File: config.mk
export PLATFORM = sky130hd
export DESIGN_NAME = instruction_sequencer_flat
export DESIGN_NICKNAME = d
export VERILOG_FILES = /design/src/rtl/aeolus_pkg.sv /design/src/rtl/instruction_sequencer_if.sv /design/src/rtl/program_counter.sv /design/src/rtl/instruction_sequencer.sv /design/src/flat_wrapper.sv
export SDC_FILE = /design/constraint.sdc
export NUM_CORES = 1
export LEC_CHECK = 0
export BUFFER_PORTS_ARGS = -buffer_cell sky130_fd_sc_hd__buf_2
export CORE_UTILIZATION = 42
export CTS_CLUSTER_DIAMETER = 120
export DETAILED_ROUTE_END_ITERATION = 8
export HOLD_SLACK_MARGIN = 0.08
export PLACE_DENSITY = 0.67
export SLEW_MARGIN = 40
export SYNTH_ARGS = -nofsm -noshare
export SYNTH_HDL_FRONTEND = slang
export SYNTH_SLANG_ARGS = --single-unit
File: constraint.sdc
create_clock -name CLK -period 1.6 [get_ports CLK]
set_input_delay 0.08 -clock CLK [delete_from_list [all_inputs] [get_ports CLK]]
set_output_delay 0.08 -clock CLK [all_outputs]
set_load 0.01 [all_outputs]
File: src/rtl/aeolus_pkg.sv
// Shared constants for the 4-bit datapath controller: widths, opcodes,
// sequencer states and datapath source-mux selects.
package aeolus_pkg;

    localparam int DATA_W  = 4;
    localparam int INSTR_W = 8;
    localparam int PC_W    = 4;

    typedef enum logic [1:0] {
        ST_FETCH   = 2'b00,
        ST_DECODE  = 2'b01,
        ST_EXECUTE = 2'b10,
        ST_HALT    = 2'b11
    } state_e;

    localparam logic [3:0] OP_NOP  = 4'h0;
    localparam logic [3:0] OP_LDA  = 4'h1;
    localparam logic [3:0] OP_LDB  = 4'h2;
    localparam logic [3:0] OP_ADD  = 4'h3;
    localparam logic [3:0] OP_SUB  = 4'h4;
    localparam logic [3:0] OP_OUT  = 4'h5;
    localparam logic [3:0] OP_JMP  = 4'h6;
    localparam logic [3:0] OP_JZ   = 4'h7;
    localparam logic [3:0] OP_HALT = 4'hF;

    localparam logic [1:0] SRC_IMM = 2'b00;
    localparam logic [1:0] SRC_ADD = 2'b01;
    localparam logic [1:0] SRC_SUB = 2'b10;
    localparam logic [1:0] SRC_A   = 2'b11;

endpackage

File: src/rtl/instruction_sequencer_if.sv
// Bundle between the sequencer, the program ROM and the datapath registers.
// The master side is the sequencer; the slave side is the ROM/datapath.
interface instruction_sequencer_if;
    import aeolus_pkg::*;

    logic [INSTR_W-1:0] ROM_DATA;
    logic               ZERO;
    logic [PC_W-1:0]    ROM_ADDR;
    logic [DATA_W-1:0]  IMM;
    logic [1:0]         SRC_SEL;
    logic               LOAD_A;
    logic               LOAD_B;
    logic               LOAD_OUT;
    logic               HALTED;
    logic [1:0]         STATE;

    modport master (
        input  ROM_DATA, ZERO,
        output ROM_ADDR, IMM, SRC_SEL, LOAD_A, LOAD_B, LOAD_OUT, HALTED, STATE
    );

    modport slave (
        output ROM_DATA, ZERO,
        input  ROM_ADDR, IMM, SRC_SEL, LOAD_A, LOAD_B, LOAD_OUT, HALTED, STATE
    );

endinterface

File: src/rtl/program_counter.sv
// 4-bit program counter. A jump load wins over the fetch increment, and the
// counter wraps naturally from 15 back to 0.
module program_counter
    import aeolus_pkg::*;
(
    input  logic            CLK,
    input  logic            RESET,
    input  logic            ENABLE,
    input  logic            INC,
    input  logic            LOAD,
    input  logic [PC_W-1:0] LOAD_VAL,
    output logic [PC_W-1:0] PC
);

    logic [PC_W-1:0] pc_q;
    logic [PC_W-1:0] pc_d;

    // Next PC: hold when stalled, otherwise jump target or increment.
    always_comb begin
        pc_d = pc_q;
        if (ENABLE) begin
            if (LOAD) begin
                pc_d = LOAD_VAL;
            end else if (INC) begin
                pc_d = pc_q + 4'd1;
            end
        end
    end

    // PC register with synchronous reset.
    always_ff @(posedge CLK) begin
        if (RESET) begin
            pc_q <= '0;
        end else begin
            pc_q <= pc_d;
        end
    end

    assign PC = pc_q;

endmodule

File: src/rtl/instruction_sequencer.sv
// Fetch/decode/execute controller. Strobes and source select are decoded
// only from the registered state and IR, so they are glitch-free with respect
// to ROM_DATA and ZERO; ENABLE only masks the strobes during a stall.
module instruction_sequencer
    import aeolus_pkg::*;
(
    input  logic                    CLK,
    input  logic                    RESET,
    input  logic                    ENABLE,
    instruction_sequencer_if.master bus
);

    state_e             state_q;
    state_e             state_d;
    logic [INSTR_W-1:0] ir_q;
    logic [INSTR_W-1:0] ir_d;
    logic [3:0]         opcode;
    logic [PC_W-1:0]    pc;
    logic               pc_inc;
    logic               pc_load;
    logic               load_a;
    logic               load_b;
    logic               load_out;
    logic [1:0]         src_sel;

    assign opcode  = ir_q[7:4];
    assign pc_inc  = (state_q == ST_FETCH);
    assign pc_load = (state_q == ST_EXECUTE) &&
                     ((opcode == OP_JMP) || ((opcode == OP_JZ) && bus.ZERO));

    program_counter u_pc (
        .CLK      (CLK),
        .RESET    (RESET),
        .ENABLE   (ENABLE),
        .INC      (pc_inc),
        .LOAD     (pc_load),
        .LOAD_VAL (ir_q[3:0]),
        .PC       (pc)
    );

    // Next state and instruction register; everything holds while stalled.
    always_comb begin
        state_d = state_q;
        ir_d    = ir_q;
        if (ENABLE) begin
            case (state_q)
                ST_FETCH: begin
                    ir_d    = bus.ROM_DATA;
                    state_d = ST_DECODE;
                end
                ST_DECODE:  state_d = ST_EXECUTE;
                ST_EXECUTE: state_d = (opcode == OP_HALT) ? ST_HALT : ST_FETCH;
                ST_HALT:    state_d = ST_HALT;
                default:    state_d = ST_FETCH;
            endcase
        end
    end

    // State and IR registers; reset overrides ENABLE.
    always_ff @(posedge CLK) begin
        if (RESET) begin
            state_q <= ST_FETCH;
            ir_q    <= '0;
        end else begin
            state_q <= state_d;
            ir_q    <= ir_d;
        end
    end

    // Opcode decode, active only in EXECUTE; undefined opcodes act as NOP.
    always_comb begin
        load_a   = 1'b0;
        load_b   = 1'b0;
        load_out = 1'b0;
        src_sel  = SRC_IMM;
        if (state_q == ST_EXECUTE) begin
            case (opcode)
                OP_LDA: load_a = 1'b1;
                OP_LDB: load_b = 1'b1;
                OP_ADD: begin
                    load_a  = 1'b1;
                    src_sel = SRC_ADD;
                end
                OP_SUB: begin
                    load_a  = 1'b1;
                    src_sel = SRC_SUB;
                end
                OP_OUT: begin
                    load_out = 1'b1;
                    src_sel  = SRC_A;
                end
                default: ;
            endcase
        end
    end

    assign bus.ROM_ADDR = pc;
    assign bus.IMM      = ir_q[3:0];
    assign bus.SRC_SEL  = src_sel;
    assign bus.LOAD_A   = load_a & ENABLE;
    assign bus.LOAD_B   = load_b & ENABLE;
    assign bus.LOAD_OUT = load_out & ENABLE;
    assign bus.HALTED   = (state_q == ST_HALT);
    assign bus.STATE    = state_q;

endmodule

File: src/flat_wrapper.sv
// flat-port wrapper written by rule: the top's interface ports become plain ports
module instruction_sequencer_flat import aeolus_pkg::*;
  (CLK, RESET, ENABLE, bus_ROM_DATA, bus_ZERO, bus_ROM_ADDR, bus_IMM, bus_SRC_SEL, bus_LOAD_A, bus_LOAD_B, bus_LOAD_OUT, bus_HALTED, bus_STATE);
  instruction_sequencer_if bus_i ();
  input  logic CLK;
  input  logic RESET;
  input  logic ENABLE;
  input wire logic [$bits(bus_i.ROM_DATA)-1:0] bus_ROM_DATA;
  input wire logic [$bits(bus_i.ZERO)-1:0] bus_ZERO;
  output wire logic [$bits(bus_i.ROM_ADDR)-1:0] bus_ROM_ADDR;
  output wire logic [$bits(bus_i.IMM)-1:0] bus_IMM;
  output wire logic [$bits(bus_i.SRC_SEL)-1:0] bus_SRC_SEL;
  output wire logic [$bits(bus_i.LOAD_A)-1:0] bus_LOAD_A;
  output wire logic [$bits(bus_i.LOAD_B)-1:0] bus_LOAD_B;
  output wire logic [$bits(bus_i.LOAD_OUT)-1:0] bus_LOAD_OUT;
  output wire logic [$bits(bus_i.HALTED)-1:0] bus_HALTED;
  output wire logic [$bits(bus_i.STATE)-1:0] bus_STATE;
  assign bus_i.ROM_DATA = bus_ROM_DATA;
  assign bus_i.ZERO = bus_ZERO;
  assign bus_ROM_ADDR = bus_i.ROM_ADDR;
  assign bus_IMM = bus_i.IMM;
  assign bus_SRC_SEL = bus_i.SRC_SEL;
  assign bus_LOAD_A = bus_i.LOAD_A;
  assign bus_LOAD_B = bus_i.LOAD_B;
  assign bus_LOAD_OUT = bus_i.LOAD_OUT;
  assign bus_HALTED = bus_i.HALTED;
  assign bus_STATE = bus_i.STATE;
  instruction_sequencer u_core (.CLK(CLK), .RESET(RESET), .ENABLE(ENABLE), .bus(bus_i));
endmodule
# --- After elaboration in Yosys (flattened, before gate mapping) ---
# Cells that the tools add are included.
word_totals:
  output_inout_bits: 16
  wordCells: 38
  inputBits: 12
  reg_bits: 14
classes:
  muxes: 12
  reduce_logical: 8
  n_addsub: 1
  bitwise_logic: 3
  n_eq_ne: 11
op_table:
  columns: ["op", "count"]
  rows:
  - ["$eq A4 B3 Y1 const B", 4]
  - ["$eq A4 B2 Y1 const B", 2]
  - ["$mux W4", 2]
  - ["$pmux W2 S4", 1]
  - ["$mux W1", 6]
  - ["$pmux W2 S3", 1]
  - ["$add A4 B1 Y4 const B", 1]
  - ["$eq A2 B2 Y1 const B", 2]
  - ["$eq A4 B1 Y1 const B", 1]
  - ["$eq A4 B4 Y1 const B", 1]
  - ["$mux W2", 2]
  - ["$reduce_and A2 Y1", 2]
  - ["$and A1 B1 Y1", 3]
  - ["$reduce_or A3 Y1", 1]
  - ["$eq A2 B1 Y1 const B", 1]
  - ["$logic_and A1 B1 Y1", 2]
  - ["$logic_not A2 Y1", 1]
  - ["$reduce_bool A2 Y1", 1]
  - ["$logic_or A1 B1 Y1", 1]

# --- Longest topological paths before layout ---
# Gate-level depths: netlist of the first run.
logic_depth:
  word_depth: 6
  ltp_mapped: 5
  ltp_nobuf: 4

# --- Hierarchy ---
# A second synthesis of the first run with hierarchy kept.
hier_totals:
  hier_cells: 95
  area_unflattened_um2: 777.0
modules_own_cells:
  columns: ["module", "seq_area_each_um2", "n_inst", "area_per_inst_um2", "cells_each"]
  rows:
  - ["instruction_sequencer", 200.2, 1, 543.0, 67]
  - ["program_counter", 80.1, 1, 234.0, 28]

# --- Least setup slack after synthesis of the first run ---
# No wires, ideal clock.
synth_path:
  kind: "register -> register"
  start: "register u_core.state_q[1], in the netlist u_core.bus.STATE[1]"
  end: "register u_core.u_pc.pc_q[1], in the netlist u_core.u_pc.PC[1]"
  setup_time_ns: 0.127
  path_buffers: 1
  required_ns: 1.473
  path_slack_ns: 0.201
  stages_incl_launch_ff: 6
  arrival_ns: 1.272
  period_less_slack_ns: 1.399
  cell_sequence: "dfxtp_1 > nor3b_2 > and4_1 > buf_6 > mux2i_1 > a211oi_2"
synth_via:
  elab_chain_len: 4
  elab_cells_between_ends: 6
  classes_between: "1 x eq/ne; 1 x mux; 4 x reduce/logical"
synth_lines:
  columns: ["element", "line_no", "rtl"]
  rows:
  - ["from (decl)", "instruction_sequencer.sv:13", "state_e state_q;"]
  - ["from (signal assigned)", "instruction_sequencer.sv:65", "state_q <= state_d;"]
  - ["$eq A2 B2 Y1", "instruction_sequencer.sv:28", "assign pc_load = (state_q == ST_EXECUTE) &&"]
  - ["$logic_and A1 B1 Y1", "instruction_sequencer.sv:28", null]
  - ["$reduce_bool A2 Y1 (no source line)", null, null]
  - ["$reduce_and A2 Y1 (no source line)", null, null]
  - ["to (signal assigned)", "program_counter.sv:35", "pc_q <= pc_d;"]
  - ["to (decl)", "program_counter.sv:15", "logic [PC_W-1:0] pc_q;"]
# Parallel ways exist; a longest one is shown, timed or not.
# A chain may end at the register's enable or synchronous reset.

# --- Worst setup path in the final report of the first run ---
layout_path:
  start: "register u_core.state_q[0], in the netlist u_core.bus.STATE[0]"
  end: "output bus_LOAD_B"
layout_via:
  elab_chain_len: 3
layout_lines:
  columns: ["element", "line_no", "rtl"]
  rows:
  - ["$eq A2 B2 Y1", "instruction_sequencer.sv:76", "if (state_q == ST_EXECUTE) begin"]
  - ["$mux W1", "instruction_sequencer.sv:76", null]
  - ["$and A1 B1 Y1", "instruction_sequencer.sv:101", "assign bus.LOAD_B = load_b & ENABLE;"]
  - ["to (decl)", "flat_wrapper.sv:14", "output wire logic [$bits(bus_i.LOAD_B)-1:0] bus_LOAD_B;"]
# No other way between the ends.

==> results by group, run 1 <==
Clock network
  – Num CTS Buffers: 3
  – CTS tree: built
  – CTS H-tree depth: 1
  – Clk buf depth: 2
  – CTS Root Cell: clkbuf_4
  – CTS clk-pin slew, worst paths: 0.08 ns
  – Clk_lat worst skew: 0.27 ns
  – Clock sinks: 14
  – Post-CTS Repair Setup Buffers: 0

Run status
  – Status: finished, final reports clean

Detailed routing
  – DRT Pass-1 Iters: 4
  – Via/cell ratio: 4.85
  – # DRC: 0
  – Post-route ant nets: 0
  – Initial detailed-routing violation count: 10
  – Total number of vias: 684
  – DR WL/cell: 10.5 um
  – Routed wire length: 1480 um

Yosys
  – Yosys warnings: 0
  – Synth area leaders: dfxtp_1 36%, mux2i_1 14%, nor2_1 5.3%
  – Mapped Cells: 85
  – Post-synthesis compound-gate area fraction: 0.0940
  – Synth Flop Type: dfxtp_1
  – XOR/XNOR Fraction of Synth Area: 0.0113
  – Synth area leader: dfxtp_1
  – Yosys cell types: 32
  – Synth Register Bits: 14
  – Adder-cell share of the synthesized area: 0.0162
  – Share of the synthesized area in the top cell type: 0.363
  – Mux share of post-synthesis cell area: 0.157
  – Simple-gate share of the synthesized area: 0.274
  – EDFF count, synth: 0
  – Main combinational cell family by area after synthesis: simple AND/OR/NAND/NOR gates
  – Post-Syn Area: 772 um^2
  – Mean area per synthesized cell: 9.08 um^2
  – Post-synthesis sequential area ratio: 0.363
  – Post-synth ARST share: 0
  – Syn Nets: 98

Min path
  – Hold path depth: 3
  – Hold Crit Endpoint: u_core.bus.STATE[1]$_SDFFE_PP0P_
  – Worst hold-check path type: input port to flop
  – Hold Startpoint: ENABLE

Die
  – Cell row count: 15
  – Initial Util: 0.447
  – Core ar.: 1730 um^2
  – Die area: 2010 um^2
  – Die Ht: 44.9 um
  – Io pins: 28
  – Die W: 44.9 um

Worst setup path
  – RR Startpoint: u_core.bus.STATE[1]$_SDFFE_PP0P_
  – Crit path buf inv count: 1
  – CP required: 1.52 ns
  – Family with the most delay on the worst path: simple AND/OR/NAND/NOR gates
  – CP cell instances: nor3b_2 -> nand2_1 -> nor4b_1 -> buf_2
  – Crit path kind: flop to primary output
  – R2R Setup Slk: 0.21 ns
  – Reg2Reg Capture Point: u_core.u_pc.PC[1]$_SDFFE_PP0P_
  – R2R cell count: 4
  – Critical path arrival: 1.37 ns
  – Worst stage delay on the critical path: 0.37 ns
  – Slowest stage cell, crit path: dfxtp_2
  – CP max FO: 8
  – CP endpoint kind: primary output
  – Startpoint types: flop

Placement
  – Port-buffer cells: 27
  – RD Place Congestion: 0.769
  – Placed insts: 130
  – DP HPWL: 1100 um

Timing
  – Min Tclk post-route: 1.45 ns
  – Max-slew violation count: 0
  – # setup viols final: 0
  – F_max: 0.689 GHz
  – Final hold viol count: 0
  – Final setup skew: 0.00646 ns
  – RSZ-0062 raised after global routing: false
  – Setup_tns: 0 ns
  – Worst-margin pin slew: 0.297 ns
  – Slew HR: 0.802
  – Fin crit share: 0.907

Power and ir drop
  – Gate power share: 0.202
  – Leak pwr: 0.464 nW
  – PD cells: 744 nW/um^2
  – Internal Pwr Total: 0.542 mW
  – P_sw: 0.202 mW
  – Maximum vdd drop: 0.728 mV
  – Sw Ratio: 0.271
  – Power share of the sequential group: 0.542
  – Clock Power Share: 0.256

Final layout
  – Area delta synth->final: 29.5%
  – N_diodes: 0
  – Total Nets Final: 131
  – Most common cell after layout, fill and taps aside: buf_2
  – Commonest non-fill, non-tap cells in the layout: 27 x buf_2, 12 x dfxtp_1, 11 x nor2_1, 11 x mux2i_1, 8 x dlygate4sd3_1
  – Register area: 283 um^2
  – # fillers: 187
  – Fraction of layout cells with a size suffix above 1: 0.362
  – Area occupied by multi-input gates: 433 um^2
  – Final Non-Filler Cells: 141

Run
  – Max-cap violation count: 0

Global routing
  – All-Layer GR Usage: 0.163
  – Vias in the first global route: 523
  – Antenna violations before repair: 0
  – First-pass GRT wire length: 2390 um
  – Pin count of the biggest net entering global routing: 16
  – GRT overflow: 0
==> synthesized netlist by cell type, types with 2 or more instances <==
master	instances
dfxtp_1	14
o2bb2ai_1	2
buf_4	5
nor3b_1	2
nand2_1	5
nor2_1	11
nor2b_1	4
inv_1	2
nor3_1	2
nand2b_1	3
a21oi_1	3
o21ai_0	2
mux2i_1	11
==> power by group through the flow <==
stage	logic [mW]	clock network, mW	registers (mW)
4_1_cts	0.152	0.200	0.402
2_1_floorplan	0.102	0	0.404
5_1_grt	0.167	0.216	0.409
6_report	0.150	0.191	0.403
3_3_place_gp	0.133	0	0.410
3_5_place_dp	0.137	0	0.410
==> final cells by class <==
class / count / share of cell area
multi-input combinational: 61 / 0.433
tap: 25 / 0.0313
clock buffer: 3 / 0.0225
timing repair buffer: 36 / 0.223
inverter: 2 / 0.00751
sequential: 14 / 0.283
==> worst min-delay path, stage by stage <==
cell	delay, ns
buf_2	0.13
nand2_1	0.09
a21oi_1	0.06
==> timing repair <==
action | CTS | global route
endpoints found under the setup margin | 0 | 5
endpoints found under the hold margin | 8 | 0
hold buffers | 8 | 0
resized for setup | 0 | 4
==> flip-flops by register name (all words and copies together), names as in the netlist <==
register and flops:
u_core.bus.STATE 2, u_core.ir_q 8, u_core.u_pc.PC 4
==> how the worst max path moves through the flow <==
stage	start	depth (start not counted)	endpoint	slack (ns)
global route	u_core.bus.STATE[0]$_SDFFE_PP0P_	4	bus_LOAD_B	0.02
global placement	u_core.bus.STATE[1]$_SDFFE_PP0P_	4	u_core.u_pc.PC[1]$_SDFFE_PP0P_	0.13
finish	u_core.bus.STATE[0]$_SDFFE_PP0P_	4	bus_LOAD_B	0.15
floorplan	u_core.bus.STATE[1]$_SDFFE_PP0P_	5	u_core.u_pc.PC[1]$_SDFFE_PP0P_	0.20
CTS	u_core.bus.STATE[0]$_SDFFE_PP0P_	4	bus_LOAD_B	0.03
detailed placement	u_core.bus.STATE[1]$_SDFFE_PP0P_	4	u_core.u_pc.PC[1]$_SDFFE_PP0P_	0.08
==> kinds of logic after synthesis <==
| group | after synthesis |
|---|---|
| DFF | 14 |
| adders and majority gates | 1 |
| buffers and inverters | 10 |
| muxes | 12 |
| and+or+nand+nor | 37 |
| xor gates and xnor gates | 1 |
| AOI/OAI and AO/OA | 10 |
==> stage by stage <==
step / setup WS, ns / hold slack, ns / instance area (um^2) / power [mW] / utilization
final: 0.149 / 0.124 / 1000 / 0.744 / 0.579
after floorplan: 0.201 / 0.145 / 772 / 0.506 / -
after global placement: 0.134 / 0.312 / 888 / 0.543 / 0.514
after global routing: 0.0153 / 0.142 / 1000 / 0.792 / 0.579
after detailed placement: 0.0786 / 0.324 / 888 / 0.547 / 0.514
after CTS: 0.0311 / 0.112 / 991 / 0.754 / 0.574
==> per-layer routing <==
layer / GRT usage / share of wire
met5: 0 / 0
met4: 0.0182 / 0
met3: 0.0720 / 0.043
met2: 0.244 / 0.46
met1: 0.223 / 0.49
(Power assumes the default switching activity.)
==> run 2: changes to the inputs <==
--- a/config.mk
+++ b/config.mk
@@ -11,7 +11,8 @@
 export DETAILED_ROUTE_END_ITERATION = 8
 export HOLD_SLACK_MARGIN = 0.08
 export PLACE_DENSITY = 0.67
-export SLEW_MARGIN = 40
+export SLEW_MARGIN = 20
 export SYNTH_ARGS = -nofsm -noshare
 export SYNTH_HDL_FRONTEND = slang
+export SYNTH_HIERARCHICAL = 1
 export SYNTH_SLANG_ARGS = --single-unit
==> results by group, run 2 <==
Worst setup path
  – CP endpoint kind: primary output
  – CP startpoint: u_core/ir_q[7]$_SDFFE_PP0P_
  – RR Startpoint: u_core/ir_q[7]$_SDFFE_PP0P_
  – Startpoint types: flop
  – R2R Setup Slk: 0.12 ns
  – Reg2Reg Capture Point: u_core/u_pc/PC[0]$_SDFFE_PP0P_
  – Critical path arrival: 1.44 ns
  – CP max FO: 3
  – CP required: 1.52 ns
  – Crit path kind: flop to primary output
  – R2R cell count: 5

Detailed routing
  – Met2 WL: 711 um
  – Met3 WL post-DR: 60 um
  – DRT Pass-1 Iters: 4
  – Top sig layer: met4
  – # DRC: 0
  – Post-route ant nets: 0
  – Via/cell ratio: 4.85
  – Total number of vias: 757
  – Routed wire length: 1650 um
  – DR WL/cell: 10.6 um
  – Initial detailed-routing violation count: 10
  – Routed metal-1 wirelength: 850 um

Yosys
  – Post-synth ARST share: 0
  – Post-synthesis sequential area ratio: 0.361
  – Synth area leaders: dfxtp_1 36%, nand2_1 9.2%, a21oi_1 7.1%
  – Post-Syn Area: 777 um^2
  – Share of the synthesized area in the top cell type: 0.361
  – Yosys cell types: 38
  – Count leader, synth: nand2_1
  – Post-synth top cells: 19 x nand2_1, 14 x dfxtp_1, 11 x a21oi_1
  – Yosys warnings: 6
  – Synth Register Bits: 14
  – EDFF count, synth: 0
  – Mean area per synthesized cell: 8.18 um^2
  – Mapped Cells: 95
  – Synth Flop Type: dfxtp_1
  – Syn Nets: 108
  – Synth area leader: dfxtp_1

Timing
  – Setup_tns: 0 ns
  – Worst-margin pin slew: 0.500 ns
  – RSZ-0062 raised after global routing: false
  – Final setup skew: 0.00735 ns
  – Slew HR: 0.665
  – # setup viols final: 0
  – Min Tclk post-route: 1.52 ns
  – Final hold viol count: 0
  – Max-slew violation count: 0
  – Fin crit share: 0.952
  – F_max: 0.657 GHz

Final layout
  – # fillers: 173
  – Max FFs per register: 8
  – Area delta synth->final: 34.5%
  – Commonest non-fill, non-tap cells in the layout: 27 x buf_2, 19 x nand2_1, 12 x dfxtp_1
  – Most common cell after layout, fill and taps aside: buf_2
  – Final core occ: 0.605
  – N_diodes: 0
  – Final Non-Filler Cells: 156
  – Total Nets Final: 145
  – Fraction of layout cells with a size suffix above 1: 0.366
  – Post-route design area: 1040 um^2
  – Top reg by flops: u_core/ir_q

Min path
  – Hold path depth: 2
  – Hold Startpoint: ENABLE
  – Hold Crit Endpoint: u_core/bus.STATE[1]$_SDFFE_PP0P_
  – Worst hold-check path type: input port to flop

Die
  – Cell row count: 15
  – Die W: 45.0 um
  – Initial Util: 0.450
  – Core ar.: 1730 um^2
  – Die area: 2030 um^2
  – Die Ht: 45.0 um
  – Io pins: 28

Clock network
  – Post-CTS Repair Setup Buffers: 0
  – Clock sinks: 14
  – Clk buf depth: 2
  – Num CTS Buffers: 3
  – Clk_lat worst skew: 0.28 ns
  – CTS Root Cell: clkbuf_4
  – CTS clk-pin slew, worst paths: 0.09 ns
  – CTS H-tree depth: 1
  – CTS tree: built

Placement
  – Placed Area: 927 um^2
  – RD Place Congestion: 0.734
  – Placed insts: 144
  – DP HPWL: 1210 um
  – Port-buffer cells: 27

Run status
  – Status: finished, final reports clean

Power and ir drop
  – P_sw: 0.211 mW
  – Maximum vdd drop: 0.719 mV
  – Internal Pwr Total: 0.583 mW
  – Power share of the sequential group: 0.494
  – Sw Ratio: 0.266
  – Gate power share: 0.192
  – PD cells: 760 nW/um^2
  – Leak pwr: 0.464 nW
  – Clock Power Share: 0.314

Global routing
  – First-pass GRT wire length: 2660 um
  – Antenna violations before repair: 0
  – GRT overflow: 0
  – Vias in the first global route: 623
  – Pin count of the biggest net entering global routing: 16
  – All-Layer GR Usage: 0.183

Run
  – Max-cap violation count: 0
run 2: worst max-delay path by stage:
stage	to	slack, ns	cells past startpoint
after floorplan	u_core/u_pc/PC[0]$_SDFFE_PP0P_	0.02	6
after global placement	u_core/u_pc/PC[0]$_SDFFE_PP0P_	0.16	5
after detailed placement	u_core/u_pc/PC[0]$_SDFFE_PP0P_	0.12	5
after CTS	bus_LOAD_OUT	0.05	5
after global routing	bus_LOAD_OUT	0.007	5
final	bus_LOAD_OUT	0.08	5
run 2: stage by stage:
| step | setup slack [ns] | total power, mW | hold slack (ns) |
|---|---|---|---|
| 2_1_floorplan | 0.0243 | 0.492 | 0.149 |
| 4_1_cts | 0.0458 | 0.804 | 0.143 |
| 6_report | 0.0771 | 0.794 | 0.151 |
| 5_1_grt | 0.00650 | 0.842 | 0.163 |
| 3_5_place_dp | 0.122 | 0.538 | 0.327 |
| 3_3_place_gp | 0.162 | 0.534 | 0.322 |
run 2: repair_timing:
action | CTS | global route
resized for setup | 0 | 1
endpoints found under the setup margin | 0 | 1
hold buffers | 8 | 0
endpoints found under the hold margin | 8 | 0
run 2: routing by layer:
| layer | global-route usage | vias to the layer above |
|---|---|---|
| met5 | 0 | - |
| li1 | - | 402 |
| met3 | 0.0280 | 2 |
| met1 | 0.267 | 338 |
| met4 | 0.109 | 0 |
| met2 | 0.252 | 15 |
run 2: kinds of logic (layout without fill, tap and decap cells):
logic type      after synthesis  in the layout  synth area share
compound gates               23             23             0.179
xor+xnor                      1              1            0.0113
fa+ha+maj                     1              1            0.0161
buf+inv                      11             47            0.0902
flops                        14             14             0.361
mux                           1              1            0.0129
simple gates                 44             44             0.330
run 2: power groups by stage:
stage	logic (mW)	clock network (mW)	registers [mW]
finish	0.153	0.249	0.392
global route	0.172	0.274	0.395
CTS	0.153	0.259	0.392
detailed placement	0.138	0	0.400
global placement	0.135	0	0.399
floorplan	0.0909	0	0.401
run 2: layout make-up:
class | count | area (um^2) | share of cell area
sequential | 14 | 283 | 0.271
multi-input combinational | 70 | 427 | 0.408
timing repair buffer | 41 | 260 | 0.249
clock buffer | 4 | 36.3 | 0.0347
tap | 25 | 31.3 | 0.0299
inverter | 2 | 7.51 | 0.00719
run 2: worst max-delay path, cell delays in order, from the launching register on:
cell	delay, ns
dfxtp_2	0.35
nor3b_4	0.21
buf_4	0.15
nand2_2	0.07
nor4b_2	0.24
buf_2	0.16
